### config.mk
export PLATFORM = sky130hd
export DESIGN_NAME = packet_buffer_tx_streamer
export DESIGN_NICKNAME = d
export VERILOG_FILES = /design/src/rtl/packet_buffer_tx_streamer.sv
export SDC_FILE = /design/constraint.sdc
export NUM_CORES = 1
export LEC_CHECK = 0
export CAP_MARGIN = 10
export CORE_AREA = 2 2 112 168
export DETAILED_ROUTE_END_ITERATION = 8
export DIE_AREA = 0 0 114 170
export GPL_TIMING_DRIVEN = 0
export PLACE_DENSITY = 0.76
export SYNTH_ARGS = -nofsm -noshare
export SYNTH_HDL_FRONTEND = slang
export SYNTH_SLANG_ARGS = --single-unit
### constraint.sdc
create_clock -name clk_i -period 5.8 [get_ports clk_i]
set_clock_uncertainty 0.05 [all_clocks]
set_input_delay 1.16 -clock clk_i [delete_from_list [all_inputs] [get_ports clk_i]]
set_output_delay 1.16 -clock clk_i [all_outputs]
set_load 0.05 [all_outputs]
### src/rtl/packet_buffer_tx_streamer.sv
// Drains packets from the slot-based packet buffer read port and emits them
// as a valid/ready word stream with byte-keep and last flags.
// Ports:
//   clk_i, reset_i (async, active-high)
//   packet_avail_i / packet_ack_o       : slot occupancy and release pulse
//   packet_rvalid_o / packet_raddr_o    : word read request (byte address)
//   packet_rdata_i                      : read data, one cycle after request
//   packet_rsize_i                      : packet size in bytes
//   tx_valid_o / tx_ready_i             : stream handshake
//   tx_data_o / tx_keep_o / tx_last_o   : stream word, byte mask, end flag
module packet_buffer_tx_streamer #(
    parameter int data_width_p = 64,
    parameter int els_p = 2048,
    localparam int addr_width_lp = $clog2(els_p),
    localparam int packet_size_width_lp = $clog2(els_p + 1),
    localparam int keep_width_lp = data_width_p / 8
) (
    input  logic                            clk_i,
    input  logic                            reset_i,
    input  logic                            packet_avail_i,
    output logic                            packet_ack_o,
    output logic                            packet_rvalid_o,
    output logic [addr_width_lp-1:0]        packet_raddr_o,
    input  logic [data_width_p-1:0]         packet_rdata_i,
    input  logic [packet_size_width_lp-1:0] packet_rsize_i,
    output logic                            tx_valid_o,
    input  logic                            tx_ready_i,
    output logic [data_width_p-1:0]         tx_data_o,
    output logic [keep_width_lp-1:0]        tx_keep_o,
    output logic                            tx_last_o
);

    localparam int sw_lp = packet_size_width_lp;
    localparam int kw_lp = keep_width_lp;
    localparam int ks_lp = $clog2(keep_width_lp);

    typedef enum logic [1:0] {IDLE, STREAM, ACK} state_t;

    state_t r_state;
    state_t w_state_nxt;

    logic [sw_lp-1:0] r_words;
    logic [sw_lp-1:0] r_issued;
    logic [ks_lp-1:0] r_rem;

    logic [sw_lp-1:0] w_size_clamped;
    logic [sw_lp:0]   w_round;
    logic [sw_lp-1:0] w_words_calc;
    logic [kw_lp-1:0] w_one_sh;
    logic [kw_lp-1:0] w_tail_keep;
    logic             w_is_last_word;
    logic             w_issue;
    logic             w_pop;
    logic [2:0]       w_occ;
    logic             w_credit_ok;

    // Tag of the read currently in flight; it joins the data on return.
    logic             r_inflight;
    logic [kw_lp-1:0] r_inf_keep;
    logic             r_inf_last;

    logic [data_width_p-1:0] r_fifo_data [2];
    logic [kw_lp-1:0]        r_fifo_keep [2];
    logic [1:0]              r_fifo_last;
    logic                    r_wptr;
    logic                    r_rptr;
    logic [1:0]              r_count;

    assign w_size_clamped = (packet_rsize_i > sw_lp'(els_p))
                          ? sw_lp'(els_p) : packet_rsize_i;
    // Extra bit keeps the round-up from overflowing near els_p.
    assign w_round = {1'b0, w_size_clamped} + (sw_lp + 1)'(kw_lp - 1);
    assign w_words_calc = sw_lp'(w_round >> ks_lp);

    assign w_one_sh = {{(kw_lp - 1){1'b0}}, 1'b1} << r_rem;
    assign w_tail_keep = (r_rem == '0) ? '1 : w_one_sh - 1'b1;

    assign w_is_last_word = (r_issued == r_words - 1'b1);
    assign w_pop = (r_count != 2'd0) & tx_ready_i;

    // Words buffered or in flight once this cycle's pop retires.
    assign w_occ = {1'b0, r_count} + {2'b00, r_inflight};
    assign w_credit_ok = (w_occ - {2'b00, w_pop}) < 3'd2;

    assign w_issue = (r_state == STREAM) && (r_issued < r_words)
                   && w_credit_ok;

    assign packet_rvalid_o = w_issue;
    assign packet_raddr_o = {r_issued[addr_width_lp-ks_lp-1:0],
                             {ks_lp{1'b0}}};

    always_comb begin
        w_state_nxt = r_state;
        packet_ack_o = 1'b0;
        unique case (r_state)
            IDLE: begin
                if (packet_avail_i) begin
                    w_state_nxt = (w_size_clamped == '0) ? ACK : STREAM;
                end
            end
            STREAM: begin
                if (w_issue && w_is_last_word) begin
                    w_state_nxt = ACK;
                end
            end
            ACK: begin
                packet_ack_o = 1'b1;
                w_state_nxt = IDLE;
            end
            default: w_state_nxt = IDLE;
        endcase
    end

    always_ff @(posedge clk_i or posedge reset_i) begin
        if (reset_i) begin
            r_state    <= IDLE;
            r_words    <= '0;
            r_issued   <= '0;
            r_rem      <= '0;
            r_inflight <= 1'b0;
            r_inf_keep <= '0;
            r_inf_last <= 1'b0;
        end else begin
            r_state <= w_state_nxt;
            if (r_state == IDLE && packet_avail_i) begin
                r_words  <= w_words_calc;
                r_issued <= '0;
                r_rem    <= w_size_clamped[ks_lp-1:0];
            end else if (w_issue) begin
                r_issued <= r_issued + 1'b1;
            end
            r_inflight <= w_issue;
            if (w_issue) begin
                r_inf_keep <= w_is_last_word ? w_tail_keep : '1;
                r_inf_last <= w_is_last_word;
            end
        end
    end

    always_ff @(posedge clk_i or posedge reset_i) begin
        if (reset_i) begin
            r_wptr      <= 1'b0;
            r_rptr      <= 1'b0;
            r_count     <= 2'd0;
            r_fifo_keep <= '{default: '0};
            r_fifo_last <= 2'b00;
        end else begin
            if (r_inflight) begin
                r_fifo_keep[r_wptr] <= r_inf_keep;
                r_fifo_last[r_wptr] <= r_inf_last;
                r_wptr <= ~r_wptr;
            end
            if (w_pop) begin
                r_rptr <= ~r_rptr;
            end
            r_count <= r_count + {1'b0, r_inflight} - {1'b0, w_pop};
        end
    end

    // Payload needs no reset; it is masked by tx_valid_o.
    always_ff @(posedge clk_i) begin
        if (r_inflight) begin
            r_fifo_data[r_wptr] <= packet_rdata_i;
        end
    end

    assign tx_valid_o = (r_count != 2'd0);
    assign tx_data_o  = r_fifo_data[r_rptr];
    assign tx_keep_o  = tx_valid_o ? r_fifo_keep[r_rptr] : '0;
    assign tx_last_o  = tx_valid_o & r_fifo_last[r_rptr];

    a_avail_held: assert property (
        @(posedge clk_i) disable iff (reset_i)
        (r_state == STREAM) |-> packet_avail_i
    ) else $error("packet_avail_i dropped while streaming");

endmodule

==> flow_metrics.py <==
metrics = {
    "drt": {
        "via_per_inst": 5.21,
        "drc_errors": 0,
        "post_drt_wl_per_cell_um": 17.3,
        "postRouteAntennaNets": 0,
        "wirelength_um": 16600,
        "dr_total_vias": 5004,
        "drt_pass1_iterations": 5,
        "drtIter0Drc": 180,
    },
    "die": {
        "ioPinCount": 167,
        "dieHeight_um": 170,
        "core_mm2": 0.0179,
        "design.die.area_mm2": 0.0194,
        "rows": 60,
        "initial_utilization": 0.446,
        "die_w_um": 114,
    },
    "timing": {
        "hold_violations": 0,
        "post-route-period-util": 0.962,
        "slew_violations": 0,
        "slew_headroom": 0.312,
        "rsz0062_at_grt": "false",
        "worst_pin_slew_ns": 1.02,
        "max_freq_ghz": 0.179,
        "fin_crit_ns": 5.58,
        "finalSetupViolations": 0,
    },
    "logic_synthesis": {
        "synth_area_leader_cell": "edfxtp_1",
        "postSynthAreaPerCell_um2": 14.7,
        "synthTopCellsByArea": "edfxtp_1 48%, dfrtp_1 19%, mux2_2 11%",
        "synth_cells": 543,
        "netlist_top_cells_count": "128 x edfxtp_1, 80 x mux2_2, 59 x dfrtp_1",
        "ys_warn_count": 0,
        "ys_seq_elements": 187,
        "synthFlopType": "edfxtp_1",
        "synthArstFlopShare": 0.316,
        "yosysSeqAreaShare": 0.668,
        "synth_most_common_cell": "edfxtp_1",
        "synth_edf_count": 128,
        "synth_cell_types": 53,
        "synth_top_area_share": 0.483,
        "netlist_area_mm2": 0.00796,
    },
    "finish": {
        "final_nets": 826,
        "num_antenna_cells": 0,
        "final_area_mm2": 0.0106,
        "drive_above_1_share": 0.191,
        "syn_to_final_growth_pct": 32.5,
    },
    "clock_network": {
        "cts-root-buf": "clkbuf_16",
        "cts.sinks": 187,
        "tritoncts": "done",
        "holdBufCountCts": 0,
        "cts_buffers": 17,
        "cts.path.max_buffers": 2,
        "clkTransAtPathRegs_ns": 0.06,
        "h-tree-depth": 4,
        "clk_latency_ns": 0.42,
    },
    "global_routing": {
        "antenna_found_initial": 0,
        "grt_pass1_vias": 5261,
        "grt_usage": 0.174,
        "grt_first_pass_wirelength_um": 26200,
        "grt_overflow": 0,
        "grt_max_degree": 47,
    },
    "hold_path": {
        "hold_path.class": "flop to flop",
    },
    "power": {
        "p_per_area_mw_per_mm2": 516,
        "vdd_drop_max_v": 0.000254,
        "leakage_nw": 3.92,
        "total_power_mw": 5.44,
    },
    "status": {
        "outcome": "finished, final reports clean",
    },
    "placed_design": {
        "io_buffers": 163,
        "hpwlAfterDp_um": 12000,
        "place.gp.congestion": 0.875,
        "post_dp_cell_area_mm2": 0.00993,
    },
    "worst_setup_path": {
        "cp.arrival_ns": 4.37,
        "startpoint_type": "input port",
        "critPathCaptureType": "primary output",
        "required_ns": 4.59,
        "critical_path_class": "input port to primary output",
        "cp_max_fo": 11,
    },
    "flow_run": {
        "cap_violations": 0,
    },
}
## layout by cell type, fill, tap and decap left out, drive strengths merged, types with 4 or more instances in the layout
cell | synthesis | layout
nand3b | 5 | 5
or3 | 4 | 4
a21oi | 10 | 10
clkdlybuf4s50 | 0 | 162
dfrtp | 59 | 59
o22ai | 5 | 5
edfxtp | 128 | 128
and3 | 6 | 6
a31oi | 8 | 8
buf | 13 | 17
clkbuf | 17 | 34
o21ai | 6 | 6
nor4 | 7 | 7
and2 | 6 | 6
xor2 | 11 | 11
ha | 14 | 14
nand3 | 5 | 5
nor2 | 37 | 37
inv | 21 | 30
xnor2 | 14 | 14
nand2 | 30 | 30
mux2 | 80 | 80
mux2i | 13 | 13
nor3 | 5 | 5
## critical path, stage by stage
cell and delay, ns:
clkdlybuf4s50_1 0.50, nor2b_1 0.23, ha_1 0.26, inv_1 0.05, ha_1 0.15, fa_1 0.45, nor4b_2 0.34, nand4_1 0.26
nor3_4 0.24, clkbuf_2 0.30, clkdlybuf4s15_2 0.42
## cell families after synthesis
group | share of synthesized area
buffers and inverters | 0.0302
DFF | 0.668
xor gates and xnor gates | 0.0275
and+or+nand+nor | 0.0787
muxes | 0.129
adders and majority gates | 0.0245
AOI/OAI and AO/OA | 0.0412
other | 0.000471
## flip-flops by register name, summed over array words and instances, names as in the netlist
name / cells
r_words: 10
r_state: 2
r_wptr: 1
r_issued: 12
r_inf_last: 1
r_inf_keep: 8
r_fifo_data: 128
r_rem: 3
r_inflight: 1
r_fifo_keep: 16
r_rptr: 1
r_fifo_last: 2
r_count: 2
## power by group
group / total [mW] / switching (mW) / internal, mW / leakage [nW]
Combinational: 2.48 / 1.58 / 0.894 / 1.81
Clock: 1.15 / 0.535 / 0.618 / 0.286
Sequential: 1.81 / 0.105 / 1.71 / 1.82
Total: 5.44 / 2.22 / 3.22 / 3.92
## final timing paths
kind	startpoint	endpoint	slack, ns	cells after the start
max	tx_ready_i	packet_rvalid_o	0.22	11
min	r_wptr	r_wptr	0.45	1
max reg2reg	r_count[1]	r_issued[4]	2.14	11
min reg2reg	r_wptr	r_wptr	0.45	1
max in group asynchronous	reset_i	r_fifo_keep[6]	4.18	3
min in group asynchronous	reset_i	r_issued[5]	0.97	2
## cell type report
class | count | area, um^2
Tap cell | 217 | 272
Inverter | 21 | 78.8
Clock buffer | 17 | 425
Buffer | 30 | 163
Clock inverter | 15 | 170
Timing Repair Buffer | 167 | 1700
Fill cell | 1408 | 7310
Sequential cell | 187 | 5320
Multi-Input combinational cell | 307 | 2420
## per-layer routing
layer | global-route usage | part of all wire | wire length (um) | vias to the layer above
met5 | 0 | 0 | 0 | -
met4 | 0.0626 | 0.020 | 333 | 0
met3 | 0.0541 | 0.075 | 1240 | 24
met2 | 0.319 | 0.53 | 8760 | 184
met1 | 0.188 | 0.38 | 6290 | 2437
li1 | - | - | - | 2359
## timing repair
| action | 4_1_cts | 5_1_grt |
|---|---|---|
| setup endpoints to repair | 1 | 1 |
| gates resized for setup | 5 | 1 |
| pin swaps | 1 | 0 |
| setup buffers | 1 | 0 |
## stage by stage
step	cells	setup TNS (ns)	setup slack (ns)	utilization	hold WS, ns
final	961	0	0.218	0.591	0.446
after CTS	961	0	0.0932	0.590	0.451
after global routing	961	0	0.0446	0.591	0.473
after detailed placement	928	-1.03	-1.03	0.556	0.423
after floorplan	545	0	0.798	-	0.397
after global placement	925	-0.967	-0.967	0.553	0.416
(Power assumes the default switching activity.)
